**src/rtl/score_bcd_keeper.sv**
```systemverilog
// score_bcd_keeper
//   Tracks the session high score across game-over events and keeps converting either the
//   live score or the high score to packed BCD by sequential double-dabble.
//   The conversion runs continuously: 1 capture cycle, WIDTH shift cycles, 1 update cycle.
//
// Ports
//   clk         system clock, rising edge
//   resetn      asynchronous active-low reset
//   count       live score, unsigned binary
//   game_over   game-over level; its rising edge commits the high score
//   show_high   conversion source select (0 = count, 1 = high_score)
//   bcd         packed BCD digits, [3:0] = ones
//   bcd_valid   set once the first conversion has completed
//   high_score  best committed score, unsigned binary
//   new_record  one-cycle pulse when high_score is replaced
module score_bcd_keeper #(
   parameter int unsigned WIDTH   = 24,
   parameter int unsigned DIGITS  = 6,
   parameter int unsigned BCD_MAX = 999999
) (
   input  logic                  clk,
   input  logic                  resetn,
   input  logic [WIDTH-1:0]      count,
   input  logic                  game_over,
   input  logic                  show_high,
   output logic [4*DIGITS-1:0]   bcd,
   output logic                  bcd_valid,
   output logic [WIDTH-1:0]      high_score,
   output logic                  new_record
);

   localparam int unsigned BcdW = 4 * DIGITS;
   localparam int unsigned CntW = $clog2(WIDTH + 1);
   localparam logic [WIDTH-1:0] SatVal    = WIDTH'(BCD_MAX);
   localparam logic [CntW-1:0]  LastShift = CntW'(WIDTH - 1);

   typedef enum logic [1:0] {StCapture, StShift, StUpdate} state_e;

   state_e             state_q, state_d;
   logic [WIDTH-1:0]   bin_q, bin_d;
   logic [BcdW-1:0]    acc_q, acc_d;
   logic [BcdW-1:0]    acc_adj;
   logic [CntW-1:0]    cnt_q, cnt_d;
   logic [BcdW-1:0]    bcd_q, bcd_d;
   logic               valid_q, valid_d;
   logic [WIDTH-1:0]   src;

   logic               go_q;
   logic [WIDTH-1:0]   high_q;
   logic               rec_q;
   logic               go_rise;

   // ------------------------------------------------------------------
   // Double-dabble conversion
   // ------------------------------------------------------------------
   assign src = show_high ? high_q : count;

   // Digits >= 5 get +3 so the following left shift carries into the next digit.
   always_comb begin
      acc_adj = acc_q;
      for (int i = 0; i < DIGITS; i++) begin
         if (acc_q[4*i +: 4] >= 4'd5) begin
            acc_adj[4*i +: 4] = acc_q[4*i +: 4] + 4'd3;
         end
      end
   end

   always_comb begin
      state_d = state_q;
      bin_d   = bin_q;
      acc_d   = acc_q;
      cnt_d   = cnt_q;
      bcd_d   = bcd_q;
      valid_d = valid_q;
      unique case (state_q)
         StCapture: begin
            bin_d   = (src > SatVal) ? SatVal : src;
            acc_d   = '0;
            cnt_d   = '0;
            state_d = StShift;
         end
         StShift: begin
            {acc_d, bin_d} = {acc_adj, bin_q} << 1;
            cnt_d          = cnt_q + 1'b1;
            if (cnt_q == LastShift) begin
               state_d = StUpdate;
            end
         end
         StUpdate: begin
            bcd_d   = acc_q;
            valid_d = 1'b1;
            state_d = StCapture;
         end
         default: state_d = StCapture;
      endcase
   end

   always_ff @(posedge clk or negedge resetn) begin
      if (!resetn) begin
         state_q <= StCapture;
         bin_q   <= '0;
         acc_q   <= '0;
         cnt_q   <= '0;
         bcd_q   <= '0;
         valid_q <= 1'b0;
      end else begin
         state_q <= state_d;
         bin_q   <= bin_d;
         acc_q   <= acc_d;
         cnt_q   <= cnt_d;
         bcd_q   <= bcd_d;
         valid_q <= valid_d;
      end
   end

   // ------------------------------------------------------------------
   // High-score tracking, independent of the conversion FSM
   // ------------------------------------------------------------------
   assign go_rise = game_over & ~go_q;

   always_ff @(posedge clk or negedge resetn) begin
      if (!resetn) begin
         go_q   <= 1'b0;
         high_q <= '0;
         rec_q  <= 1'b0;
      end else begin
         go_q <= game_over;
         // Strictly greater: tying the record is not a new record.
         if (go_rise && (count > high_q)) begin
            high_q <= count;
            rec_q  <= 1'b1;
         end else begin
            rec_q  <= 1'b0;
         end
      end
   end

   assign bcd        = bcd_q;
   assign bcd_valid  = valid_q;
   assign high_score = high_q;
   assign new_record = rec_q;

endmodule

```
**config.mk**
```make
export PLATFORM = sky130hd
export DESIGN_NAME = score_bcd_keeper
export DESIGN_NICKNAME = d
export VERILOG_FILES = /design/src/rtl/score_bcd_keeper.sv
export SDC_FILE = /design/constraint.sdc
export NUM_CORES = 1
export LEC_CHECK = 0
export ABC_CLOCK_PERIOD_IN_PS = 2900
export CAP_MARGIN = 20
export CORE_UTILIZATION = 64
export DETAILED_ROUTE_END_ITERATION = 12
export DONT_BUFFER_PORTS = 1
export PLACE_DENSITY = 0.91
export SLEW_MARGIN = 20
export SYNTH_ARGS = -nofsm -noshare
export SYNTH_HDL_FRONTEND = slang
export SYNTH_SLANG_ARGS = --single-unit
```
**constraint.sdc**
```tcl
create_clock -name clk -period 2.9 [get_ports clk]
set_input_delay 0.87 -clock clk [delete_from_list [all_inputs] [get_ports clk]]
set_output_delay 0.87 -clock clk [all_outputs]
set_load 0.005 [all_outputs]
```
### Yosys cells after proc, flatten, opt, wreduce, memory -nomap -nowiden

Cells that the tools add are included.

* add/subtract/negate cells: 7
* order comparisons: 8
* equal/unequal tests: 4
* multiplexer cells: 14
* bitwise operators: 2
* reductions and logical operators: 3

Operator list (number)
* $pmux 24 s2: 2
* $mux 24: 2
* $ge 4x3->1 const B: 6
* $gt 24x20->1 const B: 1
* $gt 24x24->1: 1
* $add 4x2->4 const B: 5
* $mux 4: 5
* $pmux 5 s2: 1
* $add 5x1->5 const B: 1
* $eq 5x5->1 const B: 1
* $pmux 2 s2: 1
* $add 3x2->3 const B: 1
* $mux 3: 1
* $eq 2x1->1 const B: 1
* $eq 2x2->1 const B: 1
* $logic_not 2->1: 1
* $mux 2: 1
* $ne 2x2->1 const B: 1
* $reduce_bool 2->1: 1
* $and 1x1->1: 1
* $logic_and 1x1->1: 1
* $mux 1: 1
* $not 1->1: 1

* bits in registers: 106
* input bits: 28
* output and inout bits: 50
* logic and storage cells: 47

### Depth between registers and ports, before layout

* word-level depth: 4
* mapped depth: 9
* mapped depth without buffers: 7

### Worst setup path before layout

Ideal clock, no wire load.

* kind: input to register
* start point: input count[23]
* end point: register high_q[15] (netlist: high_score[15])
* data arrival time: 2.694 ns
* data required time: 2.757 ns
* path slack: 0.063 ns
* cell stages on the path: 8
* path through: ha_1 nand4_2 or4_4 o31a_1 buf_6 buf_6 o311ai_1 o211ai_2

* cells in the longest elaborated chain, start to end: 2

RTL lines
* start, declared: RTL line 23 `input logic [WIDTH-1:0] count,`
* $gt 24x24->1: RTL line 129 `if (go_rise && (count > high_q)) begin`
* $logic_and 1x1->1: RTL line 129
* end signal, assigned: RTL line 130 `high_q <= count;`
* end, declared: RTL line 49 `logic [WIDTH-1:0] high_q;`

No other way between the ends.
A chain may end at the register's enable or synchronous reset.

### Worst setup path in the final report

* start point: register high_q[18] (netlist: high_score[18])
* end point: register high_q[2] (netlist: high_score[2])

* cells in the longest elaborated chain, start to end: 2

RTL lines (RTL line)
* $gt 24x24->1: 129
* $logic_and 1x1->1: 129

No other way between the ends.

==> qor_table.md <==
| Stage | Parameter | Reported |
|---|---|---|
| run status | Run status | finished, final reports clean |
| cells and area | Fill count | 722 |
| placed design | Placed instance area | 6817 um^2 |
| cells and area | Fraction of final layout cells sized beyond drive strength 1 | 0.1623 |
| floorplan | Die Wd | 103.6 um |
| cts | Clock tree root buffer cell | sky130_fd_sc_hd__clkbuf_8 |
| synthesis | Area share of the largest cell type after synthesis | 0.4011 |
| grt | First-pass GRT wire length | 26440 um |
| route | Residual DRC count | 0 |
| synthesis | Yosys Warn Count | 0 |
| route | Final routed wirelength across all metal layers | 16040 um |
| worst setup path | Crit path cell chain | inv_1 -> ha_1 -> nand4_1 -> or4_4 -> buf_4 -> a311o_1 -> buf_4 -> nand3_1 -> o211ai_2 |
| synthesis | Average size of a mapped cell | 9.597 um^2 |
| cts | Register clock-pin slew on the reported worst setup and hold paths | 100 ps |
| worst setup path | CP Capture Type | flop |
| placed design | DP Worst Slack | -43.01 ps |
| route | WL per Instance | 19.49 um |
| worst setup path | Library cell appearing most often on the critical path | sky130_fd_sc_hd__buf_4 |
| floorplan | Number of top-level pins | 78 |
| cts | Num CTS Buffers | 9 |
| synthesis | Post-Syn Nets | 754 |
| timing | Fmax | 380.5 MHz |
| cells and area | Storage cell area | 2654 um^2 |
| floorplan | Placement Rows | 36 |
| worst setup path | Count of cells along the worst register-to-register path | 9 |
| floorplan | Overall die area | 10740 um^2 |
| timing | Worst slack on hold paths | 173.7 ps |
| cts | CTS max path bufs | 2 |
| timing | Total count of max-transition violations in the final report | 0 |
| synthesis | Prevailing post-synth register cell | sky130_fd_sc_hd__dfrtp_1 |
| route | Pre-antenna DRT Iters | 5 |
| cts | Worst skew pair latency | 390 ps |
| synthesis | Most area-hungry cell type in the Yosys netlist | sky130_fd_sc_hd__dfrtp_1 |
| flow run | Max_cap viols | 0 |
| grt | Overall routing resource usage | 0.3051 |
| worst setup path | Reg-to-Reg Start | high_score[18]$_DFFE_PN0P_ |
| timing | Finish-stage setup viols | 0 |
| route | Iteration-0 DRC Markers | 314 |
| cts | Cts-stage hold buffer count | 0 |
| route | Antenna Violating Nets Remaining | 0 |
| worst setup path | Delay contributed by the slowest stage of the critical path | 540 ps |
| cells and area | Footprint of the multi-input gates | 3560 um^2 |
| cells and area | Non-filler cells in the finished layout | 823 |
| grt | Antenna violations before repair | 0 |
| synthesis | Area of the mapped netlist | 6613 um^2 |
| route | Detailed-route via count | 5429 |
| cts | CTS tree | yes |
| synthesis | Netlist cell types | 57 |
| power and ir drop | Fraction of power spent switching nets | 0.3306 |
| timing | RSZ-0062 raised after global routing | false |
| worst setup path | Data required, critical path | 3140 ps |
| synthesis | Gate count after technology mapping | 689 |
| power and ir drop | Internal Dissipation | 2.409 mW |
| power and ir drop | Worst IR drop on VDD | 0.3083 mV |
| cts | Post_cts resized | 0 |
| grt | Vias in the first global route | 5508 |
| cells and area | Number of nets in the finished design | 750 |
| power and ir drop | Relative contribution of combinational cells to total power | 0.225 |
| timing | Max Clock Skew | 9.850 ps |
| worst setup path | Crit-path slowest cell | sky130_fd_sc_hd__or4_4 |
| power and ir drop | Proportion of power drawn by flip-flops and latches | 0.539 |
| synthesis | Commonest cells post-synth | 106 x sky130_fd_sc_hd__dfrtp_1, 64 x sky130_fd_sc_hd__nand2_1, 58 x sky130_fd_sc_hd__nand3_1 |
| cells and area | Finished Core Util | 0.7053 |
| worst setup path | CP endpoint | high_score[2]$_DFFE_PN0P_ |
| cells and area | Synth-to-Final Area Change | 5.695% |
| worst setup path | Setup slack on the worst flop-to-flop path | 270 ps |
| worst setup path | Endpoint of the worst register-to-register path | high_score[2]$_DFFE_PN0P_ |
| floorplan | Core ar. | 9910 um^2 |
| placed design | Post-Place Cells | 807 |
| timing | Period Utilization, post-route | 0.9062 |
| cts | Maximum level of the CTS H-tree | 3 |
| timing | Actual transition at the worst max-transition pin | 965.6 ps |
| synthesis | EDFF count, synth | 0 |
| synthesis | Seq cells post-synth | 106 |
| synthesis | Post-synthesis async set-or-reset flop share | 1.000 |
| power and ir drop | Leakage component of the power | 3.303 nW |
| route | Detail-routed via count per cell | 6.597 |
| timing | Time the final worst path needs with I/O delays and setup | 2628 ps |
| synthesis | Top cells by area, synth | sky130_fd_sc_hd__dfrtp_1 40%, sky130_fd_sc_hd__ha_1 7.0%, sky130_fd_sc_hd__mux2_4 5.0% |
| power and ir drop | Switching power | 1.190 mW |
| cells and area | Total inserted antenna cells | 0 |
| synthesis | Portion of the post-synthesis area used by sequential elements | 0.4011 |
| worst setup path | Arrival time worst endpoint | 2870 ps |
| worst setup path | Crit Path Class | reg -> reg |
| worst setup path | Worst Setup Start Kind | flop |
| worst setup path | CP max FO | 16 |
| worst setup path | Worst setup path startpoint | high_score[18]$_DFFE_PN0P_ |
| power and ir drop | Post-layout total power | 3.599 mW |
| power and ir drop | Cell Pwr Density | 514.9 nW/um^2 |
| cts | Post-CTS setup-driven buffer insertion count | 0 |
| timing | Final-report hold violation count | 0 |
| floorplan | Starting utilization of the core area | 0.6673 |
| worst hold path | Class of the worst hold path | in -> async |
| timing | Final setup slack of the worst path | 272.0 ps |
| placed design | Weighted congestion at the end of routability-driven global placement | 0.9674 |
| floorplan | Die outline height | 103.6 um |
| timing | Slew headroom | 0.3549 |
| placed design | Buffers on Ports | 0 |
| cts | Total clock sinks | 106 |
| grt | Gr ovfl total | 0 |
| synthesis | Cell with the most instances after synthesis | sky130_fd_sc_hd__dfrtp_1 |
| grt | Largest net degree at the start of global routing | 107 |
| power and ir drop | Clk network pwr share | 0.235 |
| cells and area | Area of all placed cells without fillers | 6989 um^2 |
| placed design | Half-perimeter wire length after detailed placement | 11420 um |
| timing | Setup Total Neg Slack | 0 ps |
## power by group through the flow
| stage | registers (mW) | clock network [mW] | logic [mW] |
|---|---|---|---|
| after global routing | 1.97 | 0.927 | 0.914 |
| after CTS | 1.94 | 0.858 | 0.813 |
| after floorplan | 1.91 | 0 | 0.653 |
| final | 1.94 | 0.847 | 0.811 |
| after detailed placement | 1.98 | 0 | 0.805 |
| after global placement | 1.95 | 0 | 0.719 |
## worst max-delay path: cells and delay by family (launching register included)
kind            cells  cell delay [ps]
compound gates      2              430
fa+ha+maj           1              310
flops               1              490
simple gates        3              800
buf+inv             3              480
## registers in the layout, summed over array words and instances, names as in the netlist, 2 cells and up
register	cells
acc_q	24
bin_q	24
state_q	2
bcd	24
cnt_q	5
high_score	24
## placed cells by master (no fill, tap or decap), types with 2 or more instances in the layout
cell,instances
sky130_fd_sc_hd__nor3b_1,6
sky130_fd_sc_hd__inv_1,47
sky130_fd_sc_hd__and3_1,5
sky130_fd_sc_hd__dfrtp_1,105
sky130_fd_sc_hd__mux2_4,22
sky130_fd_sc_hd__a32o_1,2
sky130_fd_sc_hd__nand2_1,64
sky130_fd_sc_hd__a22o_1,3
sky130_fd_sc_hd__buf_4,32
sky130_fd_sc_hd__o311ai_1,20
sky130_fd_sc_hd__nor3_1,3
sky130_fd_sc_hd__ha_1,37
sky130_fd_sc_hd__o311ai_0,4
sky130_fd_sc_hd__mux2i_1,18
sky130_fd_sc_hd__xor2_1,5
sky130_fd_sc_hd__o31ai_1,13
sky130_fd_sc_hd__nand2b_1,9
sky130_fd_sc_hd__nor2_1,18
sky130_fd_sc_hd__a21o_1,6
sky130_fd_sc_hd__o211ai_1,4
sky130_fd_sc_hd__mux2_2,14
sky130_fd_sc_hd__clkinv_4,2
sky130_fd_sc_hd__nand3_1,58
sky130_fd_sc_hd__xnor2_1,6
sky130_fd_sc_hd__o21ai_0,47
sky130_fd_sc_hd__nor2b_1,7
sky130_fd_sc_hd__and4b_1,2
sky130_fd_sc_hd__a211oi_1,4
sky130_fd_sc_hd__a21oi_1,49
sky130_fd_sc_hd__nand4_1,7
sky130_fd_sc_hd__o211ai_2,21
sky130_fd_sc_hd__or4_1,2
sky130_fd_sc_hd__clkbuf_8,9
sky130_fd_sc_hd__a31oi_1,10
sky130_fd_sc_hd__a22oi_1,2
sky130_fd_sc_hd__clkinvlp_4,3
## logic make-up (layout without fill, tap and decap cells)
family                   count (synthesis)  count (layout)  share of synthesized area
AO/OA/AOI/OAI                          196             196                     0.2089
XOR/XNOR                                11              11                    0.01457
adder cells (fa/ha/maj)                 37              37                    0.07001
buffers and inverters                   95              96                    0.06074
flip-flops                             106             106                     0.4011
multiplexers                            55              55                     0.1027
AND/OR/NAND/NOR                        189             189                     0.1419
## area by class of cell
class                   instances  share of cell area
multi-input cells             488              0.5093
clock buffers                  10             0.01826
flip-flops and latches        106              0.3797
repair buffers                 33             0.03724
well taps                     133             0.02381
inverters                      47             0.02524
clock inverters                 6            0.006445
## how the worst min path moves through the flow
stage / start / to / slack, ps
after floorplan: cnt_q[4]$_DFFE_PN0P_ / cnt_q[4]$_DFFE_PN0P_ / 440
after global placement: cnt_q[4]$_DFFE_PN0P_ / cnt_q[4]$_DFFE_PN0P_ / 460
after detailed placement: bin_q[19]$_DFFE_PN0P_ / bin_q[19]$_DFFE_PN0P_ / 470
after CTS: resetn / cnt_q[0]$_DFFE_PN0P_ / 160
after global routing: resetn / cnt_q[0]$_DFFE_PN0P_ / 140
final: resetn / bcd[19]$_DFFE_PN0N_ / 170
## per-layer routing
layer  share of wire  global-route usage  vias to the layer above
li1                -                   -                     2496
met2            0.52              0.5412                      231
met5               0                   0                        -
met1            0.38              0.3516                     2661
met3           0.076             0.07678                       41
met4           0.025              0.1211                        0
Note: power is estimated with default switching activity, not from simulation.
